==> config.mk <==
export PLATFORM = sky130hd
export DESIGN_NAME = serializer_tx_flat
export DESIGN_NICKNAME = d
export VERILOG_FILES = /design/src/rtl/serdes_pkg.sv /design/src/rtl/serializer_tx_if.sv /design/src/rtl/tx_retime_flops.sv /design/src/rtl/serializer_tx.sv /design/src/flat_wrapper.sv
export SDC_FILE = /design/constraint.sdc
export NUM_CORES = 1
export LEC_CHECK = 0
export CORE_ASPECT_RATIO = 0.7
export CORE_UTILIZATION = 45
export CTS_CLUSTER_SIZE = 25
export DETAILED_ROUTE_END_ITERATION = 16
export PLACE_DENSITY = 0.68
export SYNTH_ARGS = -nofsm -noshare
export SYNTH_HDL_FRONTEND = slang
export SYNTH_HIERARCHICAL = 1
export SYNTH_SLANG_ARGS = --single-unit
==> constraint.sdc <==
create_clock -name clk_8f -period 1.7 [get_ports clk_8f]
set_clock_uncertainty 0.15 [all_clocks]
set_input_delay 0.17 -clock clk_8f [delete_from_list [all_inputs] [get_ports clk_8f]]
set_output_delay 0.17 -clock clk_8f [all_outputs]
set_load 0.01 [all_outputs]
==> src/rtl/serdes_pkg.sv <==
// rtl/serdes_pkg.sv - shared serdes FSM encoding and default filler byte
//
// Purpose : types and constants used by both the transmit and receive
//           sides of the serial link.
// Contents: serdes_state_e (SYNC/IDLE/DATA), IDLE_BYTE_DEFAULT.
package serdes_pkg;

   typedef enum logic [1:0] {
      ST_SYNC = 2'd0,
      ST_IDLE = 2'd1,
      ST_DATA = 2'd2
   } serdes_state_e;

   // Comma-like filler byte; 1011_1100 gives the receiver a recognisable pattern.
   localparam logic [7:0] IDLE_BYTE_DEFAULT = 8'hBC;

endpackage

==> src/rtl/serializer_tx_if.sv <==
// rtl/serializer_tx_if.sv - parallel byte handshake between producer and serializer
//
// Purpose : groups the upstream valid/ready byte handshake.
// Signals : data_in   - parallel byte (DATA_W bits), producer to serializer
//           valid_in  - data_in is valid this cycle
//           ready_out - serializer holding buffer can accept a byte
// Modports: master (producer side), slave (serializer side).
interface serializer_tx_if #(
   parameter int DATA_W = 8
) ();

   logic [DATA_W-1:0] data_in;
   logic              valid_in;
   logic              ready_out;

   modport master (
      output data_in,
      output valid_in,
      input  ready_out
   );

   modport slave (
      input  data_in,
      input  valid_in,
      output ready_out
   );

endinterface

==> src/rtl/tx_retime_flops.sv <==
// rtl/tx_retime_flops.sv - DEPTH-stage retiming chain for serial bit and data flag
//
// Purpose : delays the 2-bit {flag, bit} pair by exactly DEPTH cycles.
// Ports   : clk_8f - clock, rising edge
//           reset  - synchronous, active-high; clears every stage
//           din_i  - {flag, bit} from the shift register
//           dout_o - {flag, bit} delayed by DEPTH cycles
module tx_retime_flops #(
   parameter int DEPTH = 2
) (
   input  logic       clk_8f,
   input  logic       reset,
   input  logic [1:0] din_i,
   output logic [1:0] dout_o
);

   logic [1:0] stage_q [DEPTH];

   always_ff @(posedge clk_8f) begin
      if (reset) begin
         for (int i = 0; i < DEPTH; i++) begin
            stage_q[i] <= 2'b00;
         end
      end else begin
         stage_q[0] <= din_i;
         for (int i = 1; i < DEPTH; i++) begin
            stage_q[i] <= stage_q[i-1];
         end
      end
   end

   assign dout_o = stage_q[DEPTH-1];

endmodule

==> src/rtl/serializer_tx.sv <==
// rtl/serializer_tx.sv - byte-to-serial transmitter with idle filler and sync preamble
//
// Purpose : accepts bytes through a one-entry holding buffer and shifts them
//           out MSB first, one bit per clk_8f cycle. Idle slots carry
//           IDLE_BYTE. After reset MIN_IDLE idle bytes are sent before data.
// Ports   : clk_8f     - the single clock, rising edge
//           reset      - synchronous, active-high
//           up         - slave side of the data_in/valid_in/ready_out handshake
//           data_out0  - serial stream, MSB first, OUT_STAGES cycles of latency
//           active_out - high while data_out0 carries a data-byte bit
module serializer_tx
   import serdes_pkg::*;
#(
   parameter int              DATA_W     = 8,
   parameter logic [DATA_W-1:0] IDLE_BYTE = IDLE_BYTE_DEFAULT,
   parameter int              MIN_IDLE   = 4,
   parameter int              OUT_STAGES = 2
) (
   input  logic             clk_8f,
   input  logic             reset,
   serializer_tx_if.slave   up,
   output logic             data_out0,
   output logic             active_out
);

   localparam int              CNT_W     = (DATA_W > 1) ? $clog2(DATA_W) : 1;
   localparam logic [CNT_W-1:0] LAST_SLOT = CNT_W'(DATA_W - 1);
   localparam logic [7:0]       SYNC_LAST = 8'(MIN_IDLE - 1);

   serdes_state_e     state_q, state_d;
   logic [CNT_W-1:0]  cnt_q, cnt_d;
   logic [DATA_W-1:0] shift_q, shift_d;
   logic              flag_q, flag_d;
   logic [DATA_W-1:0] hold_q, hold_d;
   logic              hold_full_q, hold_full_d;
   logic              ready_q, ready_d;
   logic [7:0]        sync_cnt_q, sync_cnt_d;

   logic              boundary;
   logic              take;
   logic              sync_done;
   logic              may_drain;
   logic [1:0]        retime_out;

   always_comb begin
      state_d     = state_q;
      cnt_d       = cnt_q;
      shift_d     = shift_q;
      flag_d      = flag_q;
      hold_d      = hold_q;
      hold_full_d = hold_full_q;
      sync_cnt_d  = sync_cnt_q;

      boundary  = (cnt_q == LAST_SLOT);
      // ready_q is low whenever the hold is full, so a transfer can never
      // land on the same edge that drains the hold.
      take      = up.valid_in && ready_q;
      sync_done = (state_q == ST_SYNC) && (sync_cnt_q == SYNC_LAST);
      // The boundary that ends the last sync byte already behaves as an IDLE
      // boundary, so the first data byte follows the preamble directly.
      may_drain = (state_q != ST_SYNC) || sync_done;

      if (take) begin
         hold_d      = up.data_in;
         hold_full_d = 1'b1;
      end

      if (boundary) begin
         cnt_d = '0;
         if (may_drain && hold_full_q) begin
            shift_d     = hold_q;
            flag_d      = 1'b1;
            hold_full_d = 1'b0;
            state_d     = ST_DATA;
         end else begin
            shift_d = IDLE_BYTE;
            flag_d  = 1'b0;
            if (state_q == ST_SYNC && !sync_done) begin
               sync_cnt_d = sync_cnt_q + 8'd1;
            end else begin
               state_d = ST_IDLE;
            end
         end
      end else begin
         cnt_d   = cnt_q + CNT_W'(1);
         shift_d = {shift_q[DATA_W-2:0], 1'b0};
      end

      ready_d = !hold_full_d;
   end

   always_ff @(posedge clk_8f) begin
      if (reset) begin
         state_q     <= ST_SYNC;
         cnt_q       <= '0;
         shift_q     <= IDLE_BYTE;
         flag_q      <= 1'b0;
         hold_q      <= '0;
         hold_full_q <= 1'b0;
         ready_q     <= 1'b0;
         sync_cnt_q  <= 8'd0;
      end else begin
         state_q     <= state_d;
         cnt_q       <= cnt_d;
         shift_q     <= shift_d;
         flag_q      <= flag_d;
         hold_q      <= hold_d;
         hold_full_q <= hold_full_d;
         ready_q     <= ready_d;
         sync_cnt_q  <= sync_cnt_d;
      end
   end

   assign up.ready_out = ready_q;

   tx_retime_flops #(
      .DEPTH (OUT_STAGES)
   ) u_retime (
      .clk_8f (clk_8f),
      .reset  (reset),
      .din_i  ({flag_q, shift_q[DATA_W-1]}),
      .dout_o (retime_out)
   );

   assign data_out0  = retime_out[0];
   assign active_out = retime_out[1];

endmodule

==> src/flat_wrapper.sv <==
// flat-port wrapper written by rule: the top's interface ports become plain ports
module serializer_tx_flat import serdes_pkg::*;
#(
   parameter int              DATA_W     = 8,
   parameter logic [DATA_W-1:0] IDLE_BYTE = IDLE_BYTE_DEFAULT,
   parameter int              MIN_IDLE   = 4,
   parameter int              OUT_STAGES = 2
)
  (clk_8f, reset, data_out0, active_out, up_data_in, up_valid_in, up_ready_out);
  serializer_tx_if #(.DATA_W(DATA_W)) up_i ();
  input  logic clk_8f;
  input  logic reset;
  output logic data_out0;
  output logic active_out;
  input wire logic [$bits(up_i.data_in)-1:0] up_data_in;
  input wire logic [$bits(up_i.valid_in)-1:0] up_valid_in;
  output wire logic [$bits(up_i.ready_out)-1:0] up_ready_out;
  assign up_i.data_in = up_data_in;
  assign up_i.valid_in = up_valid_in;
  assign up_ready_out = up_i.ready_out;
  serializer_tx #(.DATA_W(DATA_W), .IDLE_BYTE(IDLE_BYTE), .MIN_IDLE(MIN_IDLE), .OUT_STAGES(OUT_STAGES)) u_core (.clk_8f(clk_8f), .reset(reset), .up(up_i), .data_out0(data_out0), .active_out(active_out));
endmodule
==> impl_metrics.env, run 1 <==
export IMPL_grt_pass1_vias=1014
export IMPL_setup_viol=2
export IMPL_nFillCells=247
export IMPL_cp_cell_sequence="ha_4, ha_4, or3b_4, a21oi_4, mux2_4"
export IMPL_antennaDiodeCount=0
export IMPL_yosysUniqueCellTypes=31
export IMPL_layout_setup_ws_ps=-32.3
export IMPL_io_pins=14
export IMPL_floorplan_initialDensity_pct=48.2
export IMPL_holdPathStages=2
export IMPL_dp_cells=206
export IMPL_grt_ovfl_total=0
export IMPL_stdcell_count=215
export IMPL_fmax_ghz=0.577
export IMPL_h_tree_depth=2
export IMPL_clk_latency_ps=270
export IMPL_fin_crit_sh_pct=102
export IMPL_yosys_top_cells_area="dfxtp_1 53%, nand2_1 7.1%, a21oi_1 6.6%"
export IMPL_p_leak_nw=0.653
export IMPL_cts_made_buffers=5
export IMPL_antenna_found_initial=0
export IMPL_ant_nets=0
export IMPL_drt_iter0_drc=47
export IMPL_crit_path_start_kind="flip-flop"
export IMPL_hold_class="reg2reg"
export IMPL_synthToLayoutAreaGrowth_pct=29.0
export IMPL_tritoncts="built"
export IMPL_drive_gt1_share_pct=20.1
export IMPL_rsz0062_at_grt="true"
export IMPL_wirelength_um=2820
export IMPL_dieArea_sq_um=3270
export IMPL_worst_ep_arrival_time_ps=1740
export IMPL_path_class="reg2reg"
export IMPL_ys_seq_area_share_pct=52.7
export IMPL_cp_depth=5
export IMPL_fp_dieH_um=48.1
export IMPL_clkTransAtPathRegs_ps=70
export IMPL_cp_num_buf_inv=0
export IMPL_finish_instance_area_sq_um=1770
export IMPL_synth_cells=151
export IMPL_io_buffer_count=13
export IMPL_fin_util_pct=62.1
export IMPL_synth_edf_count=0
export IMPL_worstMarginPinSlew_ps=336
export IMPL_wl_per_cell_um=13.1
export IMPL_synth_warnings=6
export IMPL_async_reset_ff_share_pct=0
export IMPL_relSlewSlack_pct=77.4
export IMPL_root_buffer="clkbuf_8"
export IMPL_grt_max_degree=16
export IMPL_grt_pass1_wl_um=4480
export IMPL_ys_flop_type="dfxtp_1"
export IMPL_post_dp_cell_area_sq_um=1660
export IMPL_multiInputGateArea_sq_um=662
export IMPL_violations="negative setup slack"
export IMPL_drc=0
export IMPL_post_dp_hpwl_um=1990
export IMPL_yosys_area_top_type="dfxtp_1"
export IMPL_finalHoldViolations=0
export IMPL_num_rows=16
export IMPL_r2r_cells=5
export IMPL_synth_nets=165
export IMPL_syn_area_sq_um=1370
export IMPL_required_ps=1710
export IMPL_core_sq_um=2840
export IMPL_vias=1137
export IMPL_seqCellArea_sq_um=723
export IMPL_cts_sinks=36
export IMPL_p_per_area_nw_per_um2=872
export IMPL_critPathSlowestCell="or3b_4"
export IMPL_die_w_um=67.9
export IMPL_synth_area_per_cell_sq_um=9.06
export IMPL_synth_seq_cells=36
export IMPL_final_max_slew_viol_count=0
export IMPL_dp_slack_ps=-47.4
export IMPL_maxCapViolations=0
export IMPL_finalPower_w=0.00154
export IMPL_place_congestion=0.765
export IMPL_fin_nets=193
export IMPL_path_common_cell="ha_4"
export IMPL_cpLargestDelayFamily="simple AND/OR/NAND/NOR gates"
export IMPL_status="finished with violations"
export IMPL_clockBufferDepth=2
export IMPL_max_stage_delay_ps=400
export IMPL_via_per_inst=5.29
export IMPL_critPathMaxFanout=3
export IMPL_dr_pass1_iters=4
export IMPL_vdd_drop_max_mv=0.573
export IMPL_synth_top_area_share_pct=52.7
export IMPL_period_minus_slack_ps=1730
export IMPL_end_kind="flip-flop"
export IMPL_grtUsageTotal_pct=19.3
[cells in the final DEF (no fill, tap or decap), types with 2 or more instances in the layout]
cell	netlist	final
dfxtp_1	36	34
nand2_1	26	26
a21oi_1	18	15
buf_4	2	15
clkdlybuf4s50_1	0	13
nor2_1	9	9
nor3_1	7	7
o21ai_0	6	6
clkbuf_8	0	5
nor2b_1	5	5
o31ai_1	4	4
inv_1	4	4
a21oi_2	1	3
or3_1	3	3
and2_1	3	3
nand4_1	2	2
nand3_1	2	2
ha_4	0	2
dfxtp_2	0	2
[per-stage QoR]
step	hold slack [ps]	TNS, ps
after floorplan	91.6	-31.6
after global placement	261	-22.1
after detailed placement	264	-74.8
after CTS	279	-25.1
after global routing	299	-351
final	279	-35.8
[Yosys cell counts, drive strengths merged, types with 2 or more instances]
cell type  number
inv             4
buf             2
or4             2
ha              3
clkbuf          5
nand2          26
nor2            9
nor3            7
o21ai           6
or3             3
nor2b           5
a21oi          19
and2            3
nand3           2
o31ai           4
nand4           2
dfxtp          36
[final cells by class]
| type | count | area share, % |
|---|---|---|
| Clock buffer | 6 | 4.11 |
| Sequential cell | 36 | 41.0 |
| Timing Repair Buffer | 28 | 13.7 |
| Clock inverter | 1 | 0.283 |
| Tap cell | 36 | 2.55 |
| Inverter | 4 | 0.850 |
| Multi-Input combinational cell | 104 | 37.5 |
[metal layers]
| layer | track usage (%) | vias to the layer above | part of all wire (%) |
|---|---|---|---|
| met5 | 0 | - | 0 |
| met4 | 5.00 | 0 | 0.50 |
| met3 | 8.64 | 2 | 5.5 |
| met2 | 27.3 | 27 | 44 |
| met1 | 26.7 | 526 | 50 |
| li1 | - | 582 | - |
[registers in the layout, indices dropped and copies added (netlist names)]
name	flops
u_core/state_q	2
u_core/up.ready_out	1
u_core/cnt_q	3
u_core/sync_cnt_q	8
u_core/hold_q	8
u_core/flag_q	1
u_core/shift_q	8
u_core/hold_full_q	1
u_core/u_retime/stage_q	4
[worst reg2reg max path: cells and delay by family (launching register included)]
kind	cells	cell delay, ps
simple gates	1	400
flops	1	350
fa+ha+maj	2	270
compound gates	1	150
mux	1	300
[logic make-up after synthesis]
group / synth area share, %
and+or+nand+nor: 23.9
DFF: 52.7
AOI/OAI and AO/OA: 15.6
buffers and inverters: 3.56
adders and majority gates: 2.74
muxes: 1.55
[path summary, 6_finish.rpt]
path / to / from / slack [ps]
setup / recovery: u_core/sync_cnt_q[0] / u_core/cnt_q[0] / -30
hold / removal: u_core/shift_q[1] / u_core/shift_q[0] / 280
setup reg to reg: u_core/sync_cnt_q[0] / u_core/cnt_q[0] / -30
hold reg to reg: u_core/shift_q[1] / u_core/shift_q[0] / 280
[report_power, final]
part | total (W) | internal [W] | switching (W)
combinational | 0.000109 | 0.0000592 | 0.0000494
sequential | 0.000890 | 0.000874 | 0.0000157
clock | 0.000541 | 0.000278 | 0.000263
total | 0.00154 | 0.00121 | 0.000328
[repair_timing]
item | CTS | global route
pin swaps | 2 | 2
setup buffers | 1 | 1
endpoints found under the setup margin | 2 | 8
hold buffers | 0 | 0
hold endpoints to repair | 0 | 0
gates resized for setup | 1 | 3
Power figures use the tool's default switching activity.
==> run 2: changes to the inputs <==
Settings changed: RECOVER_POWER set to 100.
==> impl_metrics.env, run 2 (synthesis results as in run 1) <==
export IMPL_cp_cell_sequence="ha_4, ha_4, or3b_4, a21oi_4, mux2_4"
export IMPL_fp_dieH_um=48.1
export IMPL_vdd_drop_max_mv=0.575
export IMPL_die_w_um=67.9
export IMPL_status="finished with violations"
export IMPL_grt_pass1_wl_um=4480
export IMPL_setup_viol=2
export IMPL_finalPower_w=0.00154
export IMPL_cp_num_buf_inv=0
export IMPL_startpoint="u_core/cnt_q[0]"
export IMPL_grt_pass1_vias=1014
export IMPL_rsz0062_at_grt="true"
export IMPL_antennaDiodeCount=0
export IMPL_max_stage_delay_ps=400
export IMPL_antenna_found_initial=0
export IMPL_reg_top3="u_core/hold_q (8), u_core/shift_q (8), u_core/sync_cnt_q (8)"
export IMPL_p_leak_nw=0.649
export IMPL_cts_sinks=36
export IMPL_critPathMaxFanout=3
export IMPL_vias=1138
export IMPL_violations="negative setup slack"
export IMPL_finish_instance_area_sq_um=1760
export IMPL_p_per_area_nw_per_um2=873
export IMPL_fin_crit_sh_pct=102
export IMPL_grt_ovfl_total=0
export IMPL_dr_pass1_iters=4
export IMPL_clkTransAtPathRegs_ps=70
export IMPL_crit_path_start_kind="flip-flop"
export IMPL_root_buffer="clkbuf_8"
export IMPL_via_per_inst=5.29
export IMPL_grt_use_met2_pct=27.3
export IMPL_final_max_slew_viol_count=0
export IMPL_stdcell_count=215
export IMPL_crit_end="u_core/sync_cnt_q[0]"
export IMPL_worstMarginPinSlew_ps=486
export IMPL_reg2reg_to="u_core/sync_cnt_q[0]"
export IMPL_critPathSlowestCell="or3b_4"
export IMPL_drc=0
export IMPL_io_pins=14
export IMPL_num_rows=16
export IMPL_core_sq_um=2840
export IMPL_r2r_cells=5
export IMPL_grt_use_met3_pct=8.64
export IMPL_finalHoldViolations=0
export IMPL_fmax_ghz=0.577
export IMPL_cts_made_buffers=5
export IMPL_top_usage_layer="met2"
export IMPL_final_common_cell="dfxtp_1"
export IMPL_fin_util_pct=62.0
export IMPL_layout_setup_ws_ps=-32.3
export IMPL_fin_setup_tns_ps=-35.8
export IMPL_ant_nets=0
export IMPL_worst_ep_arrival_time_ps=1740
export IMPL_end_kind="flip-flop"
export IMPL_post_dp_hpwl_um=1990
export IMPL_clk_latency_ps=270
export IMPL_relSlewSlack_pct=67.6
export IMPL_period_minus_slack_ps=1730
export IMPL_grt_max_degree=16
export IMPL_hold_class="reg2reg"
export IMPL_grtUsageTotal_pct=19.3
export IMPL_path_class="reg2reg"
export IMPL_post_dp_cell_area_sq_um=1660
export IMPL_place_congestion=0.765
export IMPL_most_common_layout_cells="34 x dfxtp_1, 26 x nand2_1, 15 x a21oi_1"
export IMPL_dp_cells=206
export IMPL_reg2reg_slack_ps=-30
export IMPL_required_ps=1710
export IMPL_r2r_start="u_core/cnt_q[0]"
export IMPL_drt_iter0_drc=43
export IMPL_use_met1_pct=26.7
export IMPL_cp_depth=5
export IMPL_io_buffer_count=13
export IMPL_fin_nets=193
export IMPL_synthToLayoutAreaGrowth_pct=28.7
export IMPL_clockBufferDepth=2
export IMPL_path_common_cell="ha_4"
export IMPL_h_tree_depth=2
export IMPL_wl_per_cell_um=13.1
export IMPL_dieArea_sq_um=3270
export IMPL_cpLargestDelayFamily="simple AND/OR/NAND/NOR gates"
export IMPL_floorplan_initialDensity_pct=48.2
export IMPL_wirelength_um=2810
export IMPL_maxCapViolations=0
export IMPL_drive_gt1_share_pct=19.6
export IMPL_tritoncts="built"
-- run 2: cell types whose count changed in the layout (fill, tap and decap cells not counted), sizes merged --
cell           before  now
buf                15   14
clkbuf              6    7
clkdlybuf4s50      13   11
dlygate4sd3         0    2
-- run 2: per-stage QoR --
stage          worst slack [ps]  hold slack [ps]
2_1_floorplan             -31.6             91.6
3_3_place_gp              -22.1              261
3_5_place_dp              -47.4              264
4_1_cts                   -25.1              279
5_1_grt                   -70.9              299
6_report                  -32.3              278
-- run 2: what timing repair did --
action | CTS | global route
hold buffers | 0 | 0
hold endpoints to repair | 0 | 0
cloned | 0 | 0
setup buffers | 1 | 1
resized for setup | 1 | 3
pin swaps | 2 | 2
endpoints found under the setup margin | 2 | 8
-- run 2: worst min path at each step --
| stage | slack (ps) | startpoint | cells past startpoint | to |
|---|---|---|---|---|
| after floorplan | 90 | reset | 1 | u_core/u_retime/stage_q[0][0] |
| after global placement | 260 | u_core/shift_q[0] | 2 | u_core/shift_q[1] |
| after detailed placement | 260 | u_core/shift_q[0] | 2 | u_core/shift_q[1] |
| after CTS | 280 | u_core/shift_q[0] | 2 | u_core/shift_q[1] |
| after global routing | 300 | u_core/shift_q[7] | 1 | u_core/u_retime/stage_q[0][0] |
| final | 280 | u_core/shift_q[0] | 2 | u_core/shift_q[1] |
-- run 2: cell type report --
type	instances	area [sq um]
Clock buffer	6	72.6
Fill cell	249	1080
Sequential cell	36	723
Clock inverter	1	5.00
Tap cell	36	45.0
Inverter	4	15.0
Timing Repair Buffer	28	239
Multi-Input combinational cell	104	662
-- run 2: worst min-delay path: cells and delay by family, from the launching register on --
kind | cells | cell delay, ps
flip-flops | 1 | 310
AO/OA/AOI/OAI | 1 | 50
AND/OR/NAND/NOR | 1 | 40
-- run 2: routing by layer --
metal / routed length, um / vias to the layer above
met3: 161 / 2
met2: 1240 / 27
met1: 1400 / 527
met4: 14 / 0
met5: 0 / -
li1: - / 582
-- run 2: report_power, final --
part           switching, W  total, W  internal [W]
sequential        0.0000157  0.000890      0.000874
combinational     0.0000491  0.000106     0.0000572
clock              0.000264  0.000542      0.000278
total              0.000328   0.00154       0.00121
